--- src/rtl/cisc_core_multiciclo.sv ---
// Multicycle CISC core: register bank, ALSU with stored flags, PC/IR and a
// request/acknowledge memory port, sequenced by a fetch/decode/execute FSM.
module cisc_core_multiciclo #(
  parameter int DATA_W = 16,
  parameter int ADDR_W = 16,
  parameter int NREG   = 8
) (
  input  logic              clk,
  input  logic              rst_n,
  output logic              mem_req,
  output logic              mem_we,
  output logic [ADDR_W-1:0] mem_addr,
  output logic [DATA_W-1:0] mem_wdata,
  input  logic [DATA_W-1:0] mem_rdata,
  input  logic              mem_ack,
  output logic              halted,
  output logic [3:0]        flags,
  output logic [ADDR_W-1:0] pc
);
  localparam int RA_W = $clog2(NREG);
  localparam int MSB  = DATA_W - 1;

  typedef enum logic [2:0] {S_FETCH, S_DECODE, S_EXEC, S_OPER, S_HALT} state_t;

  state_t              state, state_n;
  logic [DATA_W-1:0]   ir, ir_n;
  logic [ADDR_W-1:0]   pc_n, pc_inc;
  logic [3:0]          flags_n;
  logic                req_n, we_n;
  logic [ADDR_W-1:0]   addr_n;
  logic [DATA_W-1:0]   wdata_n;
  logic                rf_we;
  logic [DATA_W-1:0]   rf_wdata;
  logic [DATA_W-1:0]   regs [NREG];

  logic [3:0]          op;
  logic [RA_W-1:0]     rd, ra, rb;
  logic [2:0]          f;
  logic [DATA_W-1:0]   a, b;
  logic [DATA_W:0]     sum, diff;
  logic [DATA_W-1:0]   alu_res;
  logic                alu_cy, alu_ov;
  logic [3:0]          alu_flags;
  logic                jc_taken;
  logic                unused_ir;

  assign op        = ir[DATA_W-1 -: 4];
  assign rd        = ir[DATA_W-5 -: RA_W];
  assign ra        = ir[DATA_W-5-RA_W -: RA_W];
  assign rb        = ir[DATA_W-5-2*RA_W -: RA_W];
  assign f         = ir[2:0];
  assign unused_ir = ^ir;

  assign a      = regs[ra];
  assign b      = regs[rb];
  assign sum    = {1'b0, a} + {1'b0, b};
  assign diff   = {1'b0, a} - {1'b0, b};
  assign pc_inc = pc + ADDR_W'(1);
  assign halted = (state == S_HALT);

  // flags is {cy, ov, msb, z}; selector 0..3 maps to bit 3..0, i.e. bit ~f
  assign jc_taken = flags[~f[1:0]];

  // ALSU: result plus the carry/overflow each function defines
  always_comb begin
    alu_res = '0;
    alu_cy  = 1'b0;
    alu_ov  = 1'b0;
    case (f)
      3'd0: begin
        alu_res = sum[DATA_W-1:0];
        alu_cy  = sum[DATA_W];
        alu_ov  = (a[MSB] == b[MSB]) && (alu_res[MSB] != a[MSB]);
      end
      3'd1: begin
        alu_res = diff[DATA_W-1:0];
        alu_cy  = diff[DATA_W];
        alu_ov  = (a[MSB] != b[MSB]) && (alu_res[MSB] != a[MSB]);
      end
      3'd2: alu_res = a & b;
      3'd3: alu_res = a | b;
      3'd4: alu_res = a ^ b;
      3'd5: alu_res = ~a;
      3'd6: begin
        alu_res = {a[DATA_W-2:0], 1'b0};
        alu_cy  = a[MSB];
      end
      default: begin
        alu_res = {1'b0, a[DATA_W-1:1]};
        alu_cy  = a[0];
      end
    endcase
    alu_flags = {alu_cy, alu_ov, alu_res[MSB], (alu_res == '0)};
  end

  // Next-state, next bus request and datapath write strobes
  always_comb begin
    state_n  = state;
    ir_n     = ir;
    pc_n     = pc;
    flags_n  = flags;
    req_n    = mem_req;
    we_n     = mem_we;
    addr_n   = mem_addr;
    wdata_n  = mem_wdata;
    rf_we    = 1'b0;
    rf_wdata = '0;
    case (state)
      S_FETCH: begin
        if (!mem_req) begin
          // idle cycle after an OPER ack (or after reset): raise the fetch now
          req_n  = 1'b1;
          we_n   = 1'b0;
          addr_n = pc;
        end else if (mem_ack) begin
          ir_n    = mem_rdata;
          pc_n    = pc_inc;
          req_n   = 1'b0;
          state_n = S_DECODE;
        end
      end
      S_DECODE: begin
        case (op)
          4'd1: state_n = S_EXEC;
          4'd2, 4'd3, 4'd4, 4'd5, 4'd6: begin
            state_n = S_OPER;
            req_n   = 1'b1;
            we_n    = (op == 4'd4);
            addr_n  = (op == 4'd3 || op == 4'd4) ? a[ADDR_W-1:0] : pc;
            if (op == 4'd4) wdata_n = b;
          end
          4'd7: state_n = S_HALT;
          default: begin
            state_n = S_FETCH;
            req_n   = 1'b1;
            we_n    = 1'b0;
            addr_n  = pc;
          end
        endcase
      end
      S_EXEC: begin
        rf_we    = 1'b1;
        rf_wdata = alu_res;
        flags_n  = alu_flags;
        state_n  = S_FETCH;
        req_n    = 1'b1;
        we_n     = 1'b0;
        addr_n   = pc;
      end
      S_OPER: begin
        if (mem_req && mem_ack) begin
          req_n   = 1'b0;
          we_n    = 1'b0;
          state_n = S_FETCH;
          case (op)
            4'd2: begin
              rf_we    = 1'b1;
              rf_wdata = mem_rdata;
              pc_n     = pc_inc;
            end
            4'd3: begin
              rf_we    = 1'b1;
              rf_wdata = mem_rdata;
            end
            4'd5: pc_n = mem_rdata[ADDR_W-1:0];
            4'd6: pc_n = jc_taken ? mem_rdata[ADDR_W-1:0] : pc_inc;
            default: ;
          endcase
        end
      end
      default: ;
    endcase
  end

  // State, architectural registers and registered bus outputs
  always_ff @(posedge clk or negedge rst_n) begin
    if (!rst_n) begin
      state     <= S_FETCH;
      ir        <= '0;
      pc        <= '0;
      flags     <= '0;
      mem_req   <= 1'b0;
      mem_we    <= 1'b0;
      mem_addr  <= '0;
      mem_wdata <= '0;
      for (int unsigned i = 0; i < NREG; i++) regs[i] <= '0;
    end else begin
      state     <= state_n;
      ir        <= ir_n;
      pc        <= pc_n;
      flags     <= flags_n;
      mem_req   <= req_n;
      mem_we    <= we_n;
      mem_addr  <= addr_n;
      mem_wdata <= wdata_n;
      if (rf_we) regs[rd] <= rf_wdata;
    end
  end

endmodule

--- config.mk ---
export PLATFORM = sky130hd
export DESIGN_NAME = cisc_core_multiciclo
export DESIGN_NICKNAME = d
export VERILOG_FILES = /design/src/rtl/cisc_core_multiciclo.sv
export SDC_FILE = /design/constraint.sdc
export NUM_CORES = 1
export LEC_CHECK = 0
export BUFFER_PORTS_ARGS = -buffer_cell sky130_fd_sc_hd__buf_2
export CAP_MARGIN = 30
export CORE_MARGIN = 2
export CORE_UTILIZATION = 38
export CTS_CLUSTER_DIAMETER = 80
export DETAILED_ROUTE_END_ITERATION = 10
export GPL_TIMING_DRIVEN = 0
export HOLD_SLACK_MARGIN = 0.02
export PLACE_DENSITY = 0.64
export REMOVE_ABC_BUFFERS = 1
export SLEW_MARGIN = 10
export SYNTH_ARGS = -nofsm -noshare
export SYNTH_HDL_FRONTEND = slang
export SYNTH_SLANG_ARGS = --single-unit
--- constraint.sdc ---
create_clock -name clk -period 5.3 [get_ports clk]
set_input_delay 0.53 -clock clk [delete_from_list [all_inputs] [get_ports clk]]
set_output_delay 0.53 -clock clk [all_outputs]
set_load 0.02 [all_outputs]
==> flow_metrics.tcl <==
set metrics [dict create \
    rsz0062_at_grt "no" \
    power_frac_comb 0.592 \
    drc 0 \
    start_util 0.3823 \
    gp_congestion 0.9283 \
    yosys_warnings 0 \
    p_sw_w 0.004915 \
    r2r_start "ir[7]$_DFFE_PN0P_" \
    p_int_w 0.005429 \
    drtIter0Drc 1072 \
    grt_max_degree 97 \
    clkTransAtPathRegs_ps 70 \
    finalCriticalPeriod_ps 5035 \
    synth-edff-count 0 \
    cts_setup_buffers 0 \
    syn_area_per_cell_sq_um 9.540 \
    routedWlPerCell_microns 21.13 \
    p_clk_frac 0.160 \
    drive_above_1_share 0.1979 \
    status "finished, final reports clean" \
    finalHoldViolCount 0 \
    critPathLaunchType "flop" \
    fin_area_sq_um 14970 \
    maxSlewViolCount 0 \
    synthesis.area_sq_um 13110 \
    switching_share 0.4752 \
    clk-insertion-delay-late_ps 530 \
    vias 11040 \
    tightest_slew_ps 1031 \
    antenna_cells 0 \
    utilization 0.4367 \
    hold_class "in -> reg" \
    leakage_nw 6.587 \
    row_count 68 \
    maxCapViolCount 0 \
    r2r_cells 14 \
    io_pins 74 \
    required_ps 5750 \
    slew_headroom 0.3125 \
    setup.worst_path.start "ir[7]$_DFFE_PN0P_" \
    worstPathArrival_ps 5480 \
    cts.htree.levels 1 \
    cts_tree "built" \
    cp-end-kind "flop" \
    cts_sinks 201 \
    power_w 0.01034 \
    ys.flop_type "dfrtp_1" \
    antenna_found_initial 0 \
    hp-start "mem_rdata[1]" \
    vdd_drop_max_v 0.0003243 \
    ys_types 80 \
    ys_async_sr_fraction 1.000 \
    grt_remaining_overflow 0 \
    detailedRoute.firstPassIterationCount 6 \
    sequentialPowerShare 0.249 \
    r2r_setup_slack_ps 260 \
    critPathKind "reg -> reg" \
    die-area_sq_um 36000 \
    dieHeight_microns 189.7 \
    core-area_sq_um 34290 \
    synth-seq-cells 201 \
    fmax_ghz 0.1986 \
    viasPerCell 5.885 \
    layout_common_cells "dfrtp_1 (197), nand2_1 (156), o21ai_0 (134)" \
    clk_root_buffer_cell "clkbuf_16" \
    grt_pass1_wl_mm 61.93 \
    placement.cell_area_sq_um 14130 \
    area_growth_pct 14.24 \
    io_buffers 73 \
    die_width_microns 189.7 \
    rr_endpoint "flags[0]$_DFFE_PN0P_" \
    final_common_cell "dfrtp_1" \
    numCtsBuffers 23 \
    cts.path.max_buffers 3 \
    power.density_nw_per_um2 690.8 \
    grt_pass1_vias 10860 \
    routed_wl_mm 39.63 \
    fin_nets 1475 \
    cp-endpoint "flags[0]$_DFFE_PN0P_" \
    track_usage 0.2203 \
    crit_fanout 12 \
    synth_cells 1374 \
    finClkSkew_ps 16.38 \
    dp_hpwl_mm 29.53 \
    ant_nets 0 \
    finalCritPeriodShare 0.9500 \
    synth.yosys.seq_area_share 0.3837 \
    setup_viol 0 \
]
## power groups by stage
stage               combinational (W)  clock [W]  sequential [W]
finish                        0.00612    0.00165         0.00257
global route                  0.00663    0.00174         0.00264
CTS                           0.00591    0.00169         0.00261
detailed placement            0.00588          0         0.00263
global placement              0.00551          0         0.00275
floorplan                     0.00399          0         0.00265
## Yosys cell counts (11+ instances only)
library cell,number,area share
nand3_1,17,0.0065
nor2b_1,12,0.0057
a21oi_1,116,0.044
clkbuf_1,70,0.020
and3_1,13,0.0062
o22a_1,14,0.0094
o21ai_0,134,0.051
a21o_1,14,0.0080
nand2_1,156,0.045
mux2_2,42,0.036
nor2_1,118,0.034
dfrtp_1,201,0.38
inv_1,55,0.016
a31oi_1,13,0.0062
mux4_2,61,0.10
nand2b_1,14,0.0067
buf_1,14,0.0040
ha_1,49,0.047
nor3_1,20,0.0076
mux2i_1,34,0.026
buf_2,11,0.0042
a22oi_1,16,0.0092
## worst max-delay path: stages, from the launching register on
cell,delay (ps)
dfrtp_2,570
mux4_2,560
mux2i_2,490
ha_1,270
inv_1,60
fa_1,410
nor2b_1,180
o21ai_0,220
nand2b_1,100
xnor2_1,120
mux4_2,480
a22o_1,320
nor4b_1,700
nand4_1,270
o21ai_1,180
## per-stage QoR
step | TNS (ps) | setup slack, ps | hold WS, ps | std cells
finish | 0 | 265.0 | 269.2 | 1875
global route | 0 | 47.38 | 286.5 | 1875
CTS | 0 | 169.1 | 249.6 | 1872
detailed placement | 0 | 190.9 | 442.5 | 1831
global placement | -133760 | -2168 | 456.3 | 1803
floorplan | 0 | 563.6 | 234.4 | 1275
## final cells by class
class                      instances  area, sq um
sequential                       201         5040
inverter                          58        217.7
tap                              455        569.3
fill                            3195        19310
clock buffer                      32        649.4
timing repair buffer             105        863.3
clock inverter                     8        125.1
multi-input combinational       1016         7510
## state kept, by name (all words and copies together) (netlist names)
signal	count
regs	128
mem_addr	16
pc	16
mem_wdata	16
flags	4
ir	16
state	3
mem_req	1
mem_we	1
## what timing repair did
action / CTS / global route
hold buffers: 1 / 0
hold endpoints to repair: 44 / 0
gates resized for setup: 0 / 4
setup endpoints to repair: 0 / 41
## layer usage
layer	global-route usage	wire length, microns	up-vias
li1	-	-	5086
met1	0.2842	16620	5452
met2	0.3673	19110	413
met3	0.03652	2415	84
met4	0.09392	1485	0
met5	0	0	-
## logic make-up after synthesis
logic type	Yosys count	share of synthesized area
XOR/XNOR	6	0.004009
flip-flops	201	0.3837
multiplexers	143	0.1752
buffers and inverters	157	0.04801
adder cells (fa/ha/maj)	51	0.04983
AND/OR/NAND/NOR	385	0.1299
AO/OA/AOI/OAI	431	0.2093
## worst min-delay path by stage
stage	endpoint	slack [ps]	depth (start not counted)
2_1_floorplan	flags[0]$_DFFE_PN0P_	230	0
3_3_place_gp	mem_wdata[9]$_DFFE_PN0P_	460	2
3_5_place_dp	mem_wdata[3]$_DFFE_PN0P_	440	1
4_1_cts	ir[1]$_DFFE_PN0P_	250	3
5_1_grt	ir[14]$_DFFE_PN0P_	290	2
6_report	ir[1]$_DFFE_PN0P_	270	3
Note: power is estimated with default switching activity, not from simulation.
